`src/rtl/mux_nto1_scan.sv`:
```
// rtl/mux_nto1_scan.sv - N-to-1 registered channel mux with manual select, auto-scan and hold
//
// Purpose: picks one WIDTH-bit channel out of a flat CHANNELS*WIDTH bus and
// registers it. In manual mode the channel comes from sel. In scan mode the
// channel steps through all channels, staying DWELL edges on each one. While
// hold is high, out, ch and the dwell counter do not change.
//
// Ports:
//   clock    in   rising-edge clock
//   resetn   in   asynchronous active-low reset
//   data_in  in   CHANNELS*WIDTH; channel k at [k*WIDTH +: WIDTH]
//   sel      in   SELW manual channel select
//   mode     in   0 = manual, 1 = auto-scan
//   hold     in   freeze out/ch/counter (takes priority over mode)
//   out      out  WIDTH registered data of the selected channel
//   ch       out  SELW registered index of the selected channel
//   switched out  one-cycle pulse on each edge where ch takes a new value
module mux_nto1_scan #(
    parameter int WIDTH    = 4,
    parameter int CHANNELS = 4,
    parameter int DWELL    = 8,
    localparam int SELW    = $clog2(CHANNELS)
) (
    input  logic                      clock,
    input  logic                      resetn,
    input  logic [CHANNELS*WIDTH-1:0] data_in,
    input  logic [SELW-1:0]           sel,
    input  logic                      mode,
    input  logic                      hold,
    output logic [WIDTH-1:0]          out,
    output logic [SELW-1:0]           ch,
    output logic                      switched
);

    localparam int CNTW = (DWELL > 1) ? $clog2(DWELL) : 1;
    localparam logic [CNTW-1:0] CNT_LAST = CNTW'(DWELL - 1);

    typedef enum logic [1:0] {
        ST_MANUAL = 2'd0,
        ST_SCAN   = 2'd1,
        ST_FROZEN = 2'd2
    } state_t;

    state_t          state_q, state_d;
    logic [CNTW-1:0] cnt_q, cnt_d, cnt_cur;
    logic [SELW-1:0] ch_q, ch_d;
    logic [WIDTH-1:0] out_q;
    logic            switched_q;

    // The action of an edge is chosen by the inputs present at that edge,
    // so the next state is decoded straight from hold/mode.
    always_comb begin
        state_d = ST_MANUAL;
        cnt_d   = cnt_q;
        ch_d    = ch_q;
        cnt_cur = cnt_q;

        if (hold) begin
            state_d = ST_FROZEN;
        end else if (mode) begin
            state_d = ST_SCAN;
        end else begin
            state_d = ST_MANUAL;
        end

        case (state_d)
            ST_MANUAL: begin
                ch_d  = sel;
                cnt_d = '0;
            end
            ST_SCAN: begin
                // A scan entered from manual always starts a fresh dwell;
                // a scan resumed from a freeze keeps the frozen count.
                cnt_cur = (state_q == ST_MANUAL) ? '0 : cnt_q;
                if (cnt_cur == CNT_LAST) begin
                    cnt_d = '0;
                    ch_d  = ch_q + SELW'(1);   // power-of-two wrap is free
                end else begin
                    cnt_d = cnt_cur + CNTW'(1);
                end
            end
            default: begin
                cnt_d = cnt_q;
                ch_d  = ch_q;
            end
        endcase
    end

    always_ff @(posedge clock or negedge resetn) begin
        if (!resetn) begin
            state_q    <= ST_MANUAL;
            cnt_q      <= '0;
            ch_q       <= '0;
            out_q      <= '0;
            switched_q <= 1'b0;
        end else begin
            state_q <= state_d;
            cnt_q   <= cnt_d;
            ch_q    <= ch_d;
            if (state_d == ST_FROZEN) begin
                switched_q <= 1'b0;
            end else begin
                // Index with the channel being loaded now so out and ch
                // always describe the same channel.
                out_q      <= data_in[ch_d*WIDTH +: WIDTH];
                switched_q <= (ch_d != ch_q);
            end
        end
    end

    assign out      = out_q;
    assign ch       = ch_q;
    assign switched = switched_q;

endmodule

```
`config.mk`:
```
export PLATFORM = sky130hd
export DESIGN_NAME = mux_nto1_scan
export DESIGN_NICKNAME = d
export VERILOG_FILES = /design/src/rtl/mux_nto1_scan.sv
export SDC_FILE = /design/constraint.sdc
export NUM_CORES = 1
export LEC_CHECK = 0
export BUFFER_PORTS_ARGS = -buffer_cell sky130_fd_sc_hd__buf_2
export CORE_UTILIZATION = 50
export CTS_BUF_LIST = sky130_fd_sc_hd__clkbuf_16
export CTS_CLUSTER_SIZE = 8
export DETAILED_ROUTE_END_ITERATION = 10
export PLACE_DENSITY = 0.89
export SLEW_MARGIN = 20
export SYNTH_ARGS = -nofsm -noshare
export SYNTH_HDL_FRONTEND = slang
export SYNTH_SLANG_ARGS = --single-unit
```
`constraint.sdc`:
```
create_clock -name clock -period 6.69 [get_ports clock]
set_clock_uncertainty 0.15 [all_clocks]
set_input_delay 0.3345 -clock clock [delete_from_list [all_inputs] [get_ports clock]]
set_output_delay 0.3345 -clock clock [all_outputs]
set_load 0.02 [all_outputs]
```
### Word-level counts from Yosys, hierarchy flattened

Index checks and enable logic that the tools add are counted.

| cells by class | value |
|---|---|
| $lt $le $gt $ge | 0 |
| multipliers | 0 |
| mux-type cells | 8 |
| bitwise gates (word level) | 0 |
| reduce and logical (&&, ||, !) cells | 3 |
| add/sub/neg operators | 2 |
| eq/ne operators | 4 |
| shift operators | 1 |
| divide/modulo/power cells | 0 |

Operators by type and width:

| operator | number |
|---|---|
| 16-bit by 5-bit indexed part select with 4-bit output | 1 |
| 3-bit two-way mux | 2 |
| 3-bit case mux with 2 select lines | 1 |
| 2-bit logical NOT | 2 |
| 2-bit two-way mux | 2 |
| 2-bit case mux with 2 select lines | 1 |
| 3-bit by 1-bit adder with 3-bit output, second input constant | 1 |
| 3-bit == test, second input constant | 1 |
| 2-bit by 1-bit adder with 2-bit output, second input constant | 1 |
| 2-bit by 1-bit == test with 1-bit output, second input constant | 1 |
| 2-bit == test, second input constant | 1 |
| 1-bit two-way mux | 2 |
| 2-bit inequality test | 1 |
| 2-bit nonzero test | 1 |

| storage, ports and cells | value |
|---|---|
| flip-flop bits (word level) | 12 |
| bits in read-only memories | 0 |
| latch bits | 0 |
| output and inout bits | 7 |
| memories | 0 |
| memory bits (writable) | 0 |
| logic and storage cells | 23 |
| input port bits | 22 |

### Depth between registers and ports, before layout

| logic depth | value |
|---|---|
| depth in word-level cells | 7 |
| depth in mapped cells | 10 |
| gate-level depth less buffers | 10 |

### Least setup slack after synthesis

OpenSTA, ideal clock, no wires.

| timing | value |
|---|---|
| path type | reg-to-reg |
| start point | register state_q[1] |
| end point | register out_q[0], in the netlist out[0] |
| cell stages (with the launch flop) | 10 |
| path slack | 4.479 ns |
| data required time | 6.391 ns |
| clock period less this slack | 2.211 ns |
| arrival time | 1.912 ns |
| buffers on the path | 0 |
| setup time | 0.149 ns |
| cells stage by stage | dfrtp_1 o21ai_0 inv_1 ha_1 ha_1 and4b_1 o21ai_2 o311ai_4 a2111oi_2 a221oi_2 |

| on the way | value |
|---|---|
| word-level cells in the longest chain between the ends | 6 |

Ends and longest elaborated chain:

| element | line | RTL |
|---|---|---|
| start, declared | 44 | `state_t state_q, state_d;` |
| start signal, assigned | 97 | `state_q <= state_d;` |
| 2-bit logical NOT | 74 | `cnt_cur = (state_q == ST_MANUAL) ? '0 : cnt_q;` |
| 3-bit two-way mux | 74 |  |
| 3-bit == test | 75 | `if (cnt_cur == CNT_LAST) begin` |
| 2-bit two-way mux | 75 |  |
| 2-bit case mux with 2 select lines | 66 | `case (state_d)` |
| 16-bit by 5-bit indexed part select with 4-bit output | 105 | `out_q <= data_in[ch_d*WIDTH +: WIDTH];` |
| end signal, assigned | 105 |  |
| end, declared | 47 | `logic [WIDTH-1:0] out_q;` |

Every way passes these cells.
A chain may end at the register's enable or synchronous reset.

### Worst setup path after layout

Ends and elaborated chain as after synthesis.

==> results.json <==
{
  "worstHoldPathCells": 3,
  "drtAntennaViolNets": 0,
  "slew_headroom_pct": 69.5,
  "multi_input_area_um2": 407,
  "dp_cells": 104,
  "max_freq_mhz": 413,
  "holdWs_ns": 0.305,
  "p_per_area_nw_per_um2": 283,
  "cp_max_fo": 5,
  "clk_path_buf_depth": 2,
  "cts.reportedPaths.clkPinSlew_ns": 0.04,
  "seq_area_um2": 300,
  "utilization_pct": 72.9,
  "rows": 13,
  "critPathLaunchType": "flip-flop",
  "die_x_um": 40.9,
  "die_area_um2": 1670,
  "route.detailed.drc": 0,
  "maxSlewViolCount": 0,
  "cts.sinks": 12,
  "grt_pass1_vias": 503,
  "dp_hpwl_mm": 1.19,
  "grt_max_degree": 21,
  "grt_pass1_wl_mm": 2.15,
  "syn-mean-instance-area_um2": 12.0,
  "p_leak_uw": 0.000484,
  "grt.total_usage_pct": 21.3,
  "min_period_over_period_pct": 36.2,
  "post_cts_buffers": 0,
  "cp.arrival_ns": 2.37,
  "grt_setup_unrepaired": "false",
  "vias": 594,
  "synth.top_cell.area_share_pct": 39.7,
  "initial_core_util_pct": 56.0,
  "synth_cell_type_count": 28,
  "root_buffer": "clkbuf_16",
  "hold_path.class": "in -> reg",
  "drive_above_1_share_pct": 50.5,
  "yosys-top-cells-area": "dfrtp_1 (40%), a2111oi_2 (7.9%), a221oi_2 (7.9%)",
  "tightest_slew_ns": 0.457,
  "viasPerCell": 5.50,
  "syn_to_final_growth_pct": 30.3,
  "r2r_setup_slack_ns": 4.27,
  "wl_mm": 1.54,
  "drv_cap": 0,
  "syn_area_um2": 756,
  "numCtsBuffers": 3,
  "finalSetupTns_ns": 0,
  "coreArea_um2": 1350,
  "dr.pass1.iters": 4,
  "worstPathRequired_ns": 6.64,
  "yosysWarnings": 0,
  "nFillCells": 103,
  "synth.largest_area_cell": "dfrtp_1",
  "vdd.ir_drop.worst_v": 0.000166,
  "end_kind": "flip-flop",
  "final_cell_count_no_fill": 108,
  "r2r_cells": 9,
  "ys_seq_area_share_pct": 39.7,
  "drt_iter0_drc": 4,
  "syn_nets": 87,
  "period_minus_slack_ns": 2.42,
  "antenna_found_initial": 0,
  "htree_levels": 1,
  "ys_ff_latch": 12,
  "nets": 119,
  "place.gp.congestion": 0.811,
  "hold_viol": 0,
  "path_class": "reg -> reg",
  "die_y_um": 40.9,
  "cts_tree": "yes",
  "setup_viol": 0,
  "ios": 29,
  "clk_latency_ns": 0.24,
  "syn_inst": 63,
  "io_buffers": 28,
  "routedWlPerCell_um": 14.3,
  "status": "complete, no violations",
  "diodes": 0,
  "grt_overflow": 0
}
[worst paths after layout]
path	endpoint	from
worst min-delay path	out[0]	data_in[4]
worst min register to register	cnt_q[2]	cnt_q[2]
min in group asynchronous	out[2]	resetn
worst max-delay path	out[0]	state_q[1]
worst max register to register	out[0]	state_q[1]
max in group asynchronous	ch[0]	resetn
[state kept, by name, summed over array words and instances (netlist names)]
register,cells
out,4
cnt_q,3
ch,2
state_q,2
switched,1
[kinds of logic (layout without fill, tap and decap cells)]
kind of cell    after synthesis  count (layout)  synth area share [%]
compound gates               21              21                  32.6
fa+ha+maj                     2               2                  3.31
flops                        12              12                  39.7
mux                           4               4                  5.30
simple gates                 12              12                  10.3
buf+inv                      10              40                  6.46
xor+xnor                      2               2                  2.32
[critical path: stages, from the launching register on]
cell	delay, ns
dfrtp_1	0.37
o21ai_0	0.23
inv_1	0.07
ha_1	0.19
ha_1	0.23
and3b_1	0.22
o21ai_4	0.23
a21boi_1	0.11
a2111oi_2	0.43
a221oi_2	0.06
[power breakdown]
group | switching, uW | internal [uW] | total [uW]
logic | 46.9 | 33.3 | 80.2
registers | 7.58 | 84.0 | 91.6
clock network | 28.9 | 77.7 | 107
total | 83.4 | 195 | 278
[cell type report]
| class | count | area share, % |
|---|---|---|
| Inverter | 8 | 3.43 |
| Multi-Input combinational cell | 41 | 41.3 |
| Sequential cell | 12 | 30.5 |
| Clock buffer | 3 | 7.62 |
| Tap cell | 15 | 1.91 |
| Timing Repair Buffer | 29 | 15.2 |
[placed cells by master, fill, tap and decap left out, types with 2 or more instances in the layout]
cell type,Yosys,layout
ha_1,2,2
xnor2_1,2,2
inv_1,6,6
buf_2,0,28
nor2b_1,3,3
a2111oi_2,4,4
nor2_1,2,2
a22o_1,3,3
a221oi_2,4,4
mux2i_1,4,4
a21boi_1,4,4
dfrtp_1,12,12
clkbuf_16,0,3
[metrics by stage]
step	instance area, um2	worst slack, ns	power [uW]
floorplan	756	4.48	148
detailed placement	900	4.28	173
global placement	900	4.35	170
CTS	985	4.27	281
finish	985	4.27	278
global route	985	4.14	294
[synthesized netlist by cell type, drive strengths merged]
library cell / number
dfrtp: 12
a22o: 3
xnor2: 2
clkbuf: 1
nor2: 3
a21oi: 2
nand2: 2
and4b: 1
ha: 2
and3b: 1
o311ai: 1
mux2i: 4
clkinv: 1
a221oi: 4
a2111oi: 4
o21ai: 3
buf: 1
a21boi: 4
inv: 7
nor3: 1
nor2b: 3
nand2b: 1
[routing by layer]
metal | GRT usage, % | vias up | share of wire, %
met4 | 17.5 | 0 | 2.7
met2 | 31.3 | 19 | 49
met1 | 27.0 | 277 | 44
li1 | - | 293 | -
met3 | 3.26 | 5 | 3.4
met5 | 0 | - | 0
[repair_timing]
| item | 4_1_cts | 5_1_grt |
|---|---|---|
| gates resized for setup | 0 | 0 |
| hold endpoints to repair | 12 | 0 |
| hold buffers | 1 | 0 |
Power figures use the tool's default switching activity.
